$ cat config.mk
export PLATFORM = sky130hd
export DESIGN_NAME = seq_divider
export DESIGN_NICKNAME = d
export VERILOG_FILES = /design/src/rtl/seq_divider.sv
export SDC_FILE = /design/constraint.sdc
export NUM_CORES = 1
export LEC_CHECK = 0
export ABC_AREA = 1
export BUFFER_PORTS_ARGS = -buffer_cell sky130_fd_sc_hd__buf_2
export CAP_MARGIN = 20
export CORE_MARGIN = 2
export CORE_UTILIZATION = 40
export CTS_BUF_LIST = sky130_fd_sc_hd__clkbuf_4 sky130_fd_sc_hd__clkbuf_8
export DETAILED_ROUTE_END_ITERATION = 16
export GPL_TIMING_DRIVEN = 0
export SKIP_CTS_REPAIR_TIMING = 1
export SYNTH_ARGS = -nofsm -noshare
export SYNTH_HDL_FRONTEND = slang
export SYNTH_SLANG_ARGS = --single-unit
$ cat constraint.sdc
create_clock -name clk -period 3.6 [get_ports clk]
set_input_delay 0.72 -clock clk [delete_from_list [all_inputs] [get_ports clk]]
set_output_delay 0.72 -clock clk [all_outputs]
set_load 0.005 [all_outputs]
$ cat src/rtl/seq_divider.sv
// Iterative restoring divider: one quotient bit per clock from a single WIDTH+1-bit
// trial subtractor, with sign fix-up and a valid/ready result handshake.
module seq_divider #(
  parameter int WIDTH = 16
) (
  input  logic             clk,
  input  logic             rst_n,
  input  logic             start,
  input  logic             is_signed,
  input  logic [WIDTH-1:0] dividend,
  input  logic [WIDTH-1:0] divisor,
  output logic             in_ready,
  output logic             out_valid,
  input  logic             out_ready,
  output logic [WIDTH-1:0] quotient,
  output logic [WIDTH-1:0] remainder,
  output logic             div_by_zero
);

  localparam int CW = (WIDTH > 2) ? $clog2(WIDTH) : 1;
  localparam logic [WIDTH-1:0] ONE = {{(WIDTH-1){1'b0}}, 1'b1};

  typedef enum logic [1:0] {IDLE, BUSY, FIXUP, DONE} state_t;

  state_t            state_q, state_d;
  logic [CW-1:0]     cnt_q, cnt_d;
  logic [WIDTH-1:0]  quo_q, quo_d;
  logic [WIDTH-1:0]  remo_q, remo_d;
  logic              dbz_q, dbz_d;

  logic [WIDTH-1:0]  prem_q, prem_d;
  logic [WIDTH-1:0]  pquo_q, pquo_d;
  logic [WIDTH-1:0]  dvs_q, dvs_d;
  logic              negq_q, negq_d;
  logic              negr_q, negr_d;

  logic [WIDTH:0]        rem_sh;
  logic signed [WIDTH:0] trial;

  function automatic logic [WIDTH-1:0] neg_if(input logic [WIDTH-1:0] v, input logic en);
    return en ? (~v + ONE) : v;
  endfunction

  // rem_sh < 2*divisor, so a non-negative difference always fits below bit WIDTH
  always_comb begin
    rem_sh = {prem_q, pquo_q[WIDTH-1]};
    trial  = signed'(rem_sh - {1'b0, dvs_q});
  end

  always_comb begin
    state_d = state_q;
    cnt_d   = cnt_q;
    quo_d   = quo_q;
    remo_d  = remo_q;
    dbz_d   = dbz_q;
    prem_d  = prem_q;
    pquo_d  = pquo_q;
    dvs_d   = dvs_q;
    negq_d  = negq_q;
    negr_d  = negr_q;
    case (state_q)
      IDLE: begin
        if (start) begin
          dvs_d  = neg_if(divisor, is_signed & divisor[WIDTH-1]);
          pquo_d = neg_if(dividend, is_signed & dividend[WIDTH-1]);
          prem_d = '0;
          cnt_d  = CW'(WIDTH - 1);
          negq_d = is_signed & (dividend[WIDTH-1] ^ divisor[WIDTH-1]);
          negr_d = is_signed & dividend[WIDTH-1];
          if (divisor == '0) begin
            quo_d   = '1;
            remo_d  = dividend;
            dbz_d   = 1'b1;
            state_d = DONE;
          end else begin
            state_d = BUSY;
          end
        end
      end
      BUSY: begin
        prem_d = (trial < 0) ? rem_sh[WIDTH-1:0] : trial[WIDTH-1:0];
        pquo_d = {pquo_q[WIDTH-2:0], ~trial[WIDTH]};
        cnt_d  = cnt_q - CW'(1);
        if (cnt_q == '0) state_d = FIXUP;
      end
      FIXUP: begin
        quo_d   = neg_if(pquo_q, negq_q);
        remo_d  = neg_if(prem_q, negr_q);
        dbz_d   = 1'b0;
        state_d = DONE;
      end
      DONE: begin
        if (out_ready) state_d = IDLE;
      end
      default: state_d = IDLE;
    endcase
  end

  always_ff @(posedge clk or negedge rst_n) begin
    if (!rst_n) begin
      state_q <= IDLE;
      cnt_q   <= '0;
      quo_q   <= '0;
      remo_q  <= '0;
      dbz_q   <= 1'b0;
    end else begin
      state_q <= state_d;
      cnt_q   <= cnt_d;
      quo_q   <= quo_d;
      remo_q  <= remo_d;
      dbz_q   <= dbz_d;
    end
  end

  // Working datapath is always reloaded on accept, so it carries no reset
  always_ff @(posedge clk) begin
    prem_q <= prem_d;
    pquo_q <= pquo_d;
    dvs_q  <= dvs_d;
    negq_q <= negq_d;
    negr_q <= negr_d;
  end

  assign in_ready    = (state_q == IDLE);
  assign out_valid   = (state_q == DONE);
  assign quotient    = quo_q;
  assign remainder   = remo_q;
  assign div_by_zero = dbz_q;

endmodule

==> summary.txt <==
Timing
  • Final WS setup: 0.933 ns
  • Fin. max-slew vios: 0
  • Hold_ws: 0.463 ns
  • Hold Fails Final Rpt: 0
  • Fmax: roughly 370 MHz
  • Clock skew: about 0.013 ns
  • Fin crit share: 0.741
  • Setup_tns: 0 ns
  • Tmin final: roughly 2.7 ns
  • Slew HR: 0.379
  • Finish-stage setup viols: 0
  • Tightest Pin Transition: between 0.9 and 1 ns
  • RSZ-0062 raised after global routing: false

Final layout
  • Fin cells: approximately 1,300
  • Share of cells above drive strength 1: 0.116
  • Area occupied by multi-input gates: 3400 um2
  • Fillers: ~1,700
  • Core Util, Final: 0.463
  • Final #Nets: 1,092
  • Commonest non-fill, non-tap cells in the layout: nand2_1 (293), inv_1 (145), nor2_1 (126)
  • Sequential Area: roughly 2500 um2
  • Fin area: 7360 um2
  • ANT cells: 0
  • Area delta synth->final: 12.9%
  • Commonest non-fill, non-tap cell in the layout: nand2_1

Critical path
  • Critical Path AT: between 2 and 3 ns
  • Worst Path Max Fanout: 9
  • R2R setup slack: between 0.9 and 1 ns
  • Crit-path cells: inv_1, ha_1, fa_1, inv_1, nand2_1, nand2_1, nand3_1, nand2_1, nand2_2, nand3_2, nand2_4, nor2_1, nor2_1
  • Critical path's largest stage delay: between 0.4 and 0.5 ns
  • CP required: 3.74 ns
  • Worst setup path class: register to register
  • Top cell by count, worst path: nand2_1
  • Critical Path End Type: register
  • Buf+Inv Stages, Crit Path: 2
  • Critical path's top delay family: simple AND/OR/NAND/NOR gates
  • CP startpoint kind: register
  • Slowest-stage cell, CP: edfxtp_1

Pwr
  • Pwr dens: a little under 900 nW/um2
  • Leak Pwr: between 3 and 4 nW
  • Total power: roughly 6.4 mW
  • Worst IR Drop VDD: approximately 560 uV

Die
  • Die Wd: ~130 um
  • FP Rows: 46
  • Ports: 72
  • Starting density of the core: 0.410
  • Die area: 17,300 um2
  • Die Y: ~130 um
  • Core area: approximately 16,000 um2

Min path
  • Worst hold path type: input port to async pin

Place
  • DPL Wire Length: around 14,000 um
  • Placed cell count: 1,234
  • Pre-CTS setup slack: ~0.97 ns
  • Global placer's final weighted congestion: ~0.95
  • Port Buffers: between 70 and 80
  • Placed cell areas: 7180 um2

Clock tree
  • H-tree lvl count: 3
  • CTS Buffer Depth: 2
  • Clk slew on worst S/H paths: ~0.10 ns
  • Root Driver: clkbuf_8
  • Inserted Clock Buffers: 9
  • Clock latency on the worst-skew pair: ~0.38 ns
  • TritonCTS clock tree: done
  • Clock sink total: 89

Drt
  • WL final: roughly 18,000 um
  • Drt pass-1 iters: 5
  • Post-route DRC: 0
  • Drt via density: around 4.9
  • Drt wl/cell: 14.2 um
  • Total number of vias: approximately 6,000
  • Routed Antenna Nets: 0
  • Iter 0 DRT Violations: 373

Outcome
  • Status: complete, no violations

Flow run
  • Max Cap Viol: 0

Synthesis
  • Net Count, Synth: ~1,000
  • #FFs+latches synth: between 80 and 90
  • Avg Cell Area, Syn: 6.89 um2
  • Synth warn: 0
  • Mapped Area: around 6500 um2
  • Seq/Total Area, Yosys: 0.380
  • Synth Instances: around 950
  • Synth unique cells: 39

GRT
  • Grt ovf: 0
  • GRT Total Usage: 0.209
  • Wire length of the first global-routing pass: ~29,000 um
  • Initial antenna violation count: 1
  • Vias in the first global route: around 5,500
  • Largest net degree at the start of global routing: 40
power breakdown:
| part | internal [mW] | total (mW) | switching [mW] |
|---|---|---|---|
| logic | 1.30 | 3.75 | 2.45 |
| registers | 1.66 | 2.00 | 0.343 |
| clock network | 0.271 | 0.662 | 0.391 |
| total | 3.22 | 6.41 | 3.19 |
cell usage after synthesis, drive strengths merged:
| library cell | n | area [um2] |
|---|---|---|
| or2 | 6 | 40.0 |
| a21oi | 29 | 149 |
| ha | 25 | 313 |
| o21ai | 41 | 209 |
| a31oi | 1 | 6.26 |
| nand3b | 2 | 15.0 |
| nor3 | 12 | 81.3 |
| o211ai | 10 | 75.1 |
| nand2 | 303 | 1190 |
| clkbuf | 11 | 41.3 |
| o22ai | 2 | 12.5 |
| nand3 | 92 | 470 |
| xnor2 | 5 | 43.8 |
| a21o | 3 | 22.5 |
| dfrtp | 39 | 976 |
| nand4 | 11 | 75.1 |
| xor2 | 20 | 175 |
| inv | 146 | 548 |
| buf | 7 | 53.8 |
| fa | 1 | 20.0 |
| edfxtp | 50 | 1500 |
| a22oi | 3 | 22.5 |
| nor2 | 127 | 479 |
metal layers:
metal / global-route usage / up-vias / part of all wire
li1: - / 3182 / -
met1: 0.312 / 2803 / 0.51
met2: 0.308 / 154 / 0.42
met3: 0.0405 / 19 / 0.052
met4: 0.0525 / 2 / 0.017
met5: 0 / - / 0.00073
registers in the layout, indices dropped and copies added, names as in the netlist:
signal / flops
pquo_q: 16
state_q: 2
negr_q: 1
cnt_q: 4
div_by_zero: 1
negq_q: 1
dvs_q: 16
prem_q: 16
quotient: 16
remainder: 16
final timing paths:
check	startpoint	endpoint	cells after the start
setup / recovery	pquo_q[15]$_DFFE_PP_	prem_q[15]$_SDFFCE_PN0P_	13
hold / removal	rst_n	quotient[14]$_DFFE_PN0P_	1
setup reg to reg	pquo_q[15]$_DFFE_PP_	prem_q[15]$_SDFFCE_PN0P_	13
hold reg to reg	div_by_zero$_DFFE_PN0P_	div_by_zero$_DFFE_PN0P_	2
max in group asynchronous	rst_n	remainder[11]$_DFFE_PN0P_	1
min in group clk	div_by_zero$_DFFE_PN0P_	div_by_zero$_DFFE_PN0P_	2
cells by family after synthesis:
kind of cell | after synthesis | synth area share
AND/OR/NAND/NOR | 553 | 0.360
buffers and inverters | 164 | 0.0987
AO/OA/AOI/OAI | 89 | 0.0762
flip-flops | 89 | 0.380
adder cells (fa/ha/maj) | 26 | 0.0511
XOR/XNOR | 25 | 0.0336
cell type report:
cell class | count | share of cell area
flip-flops and latches | 89 | 0.337
multi-input cells | 693 | 0.463
plain buffers | 18 | 0.0129
repair buffers | 72 | 0.0520
clock inverters | 6 | 0.00544
clock buffers | 10 | 0.0187
well taps | 216 | 0.0367
inverters | 146 | 0.0745
Note: power is estimated with default switching activity, not from simulation.
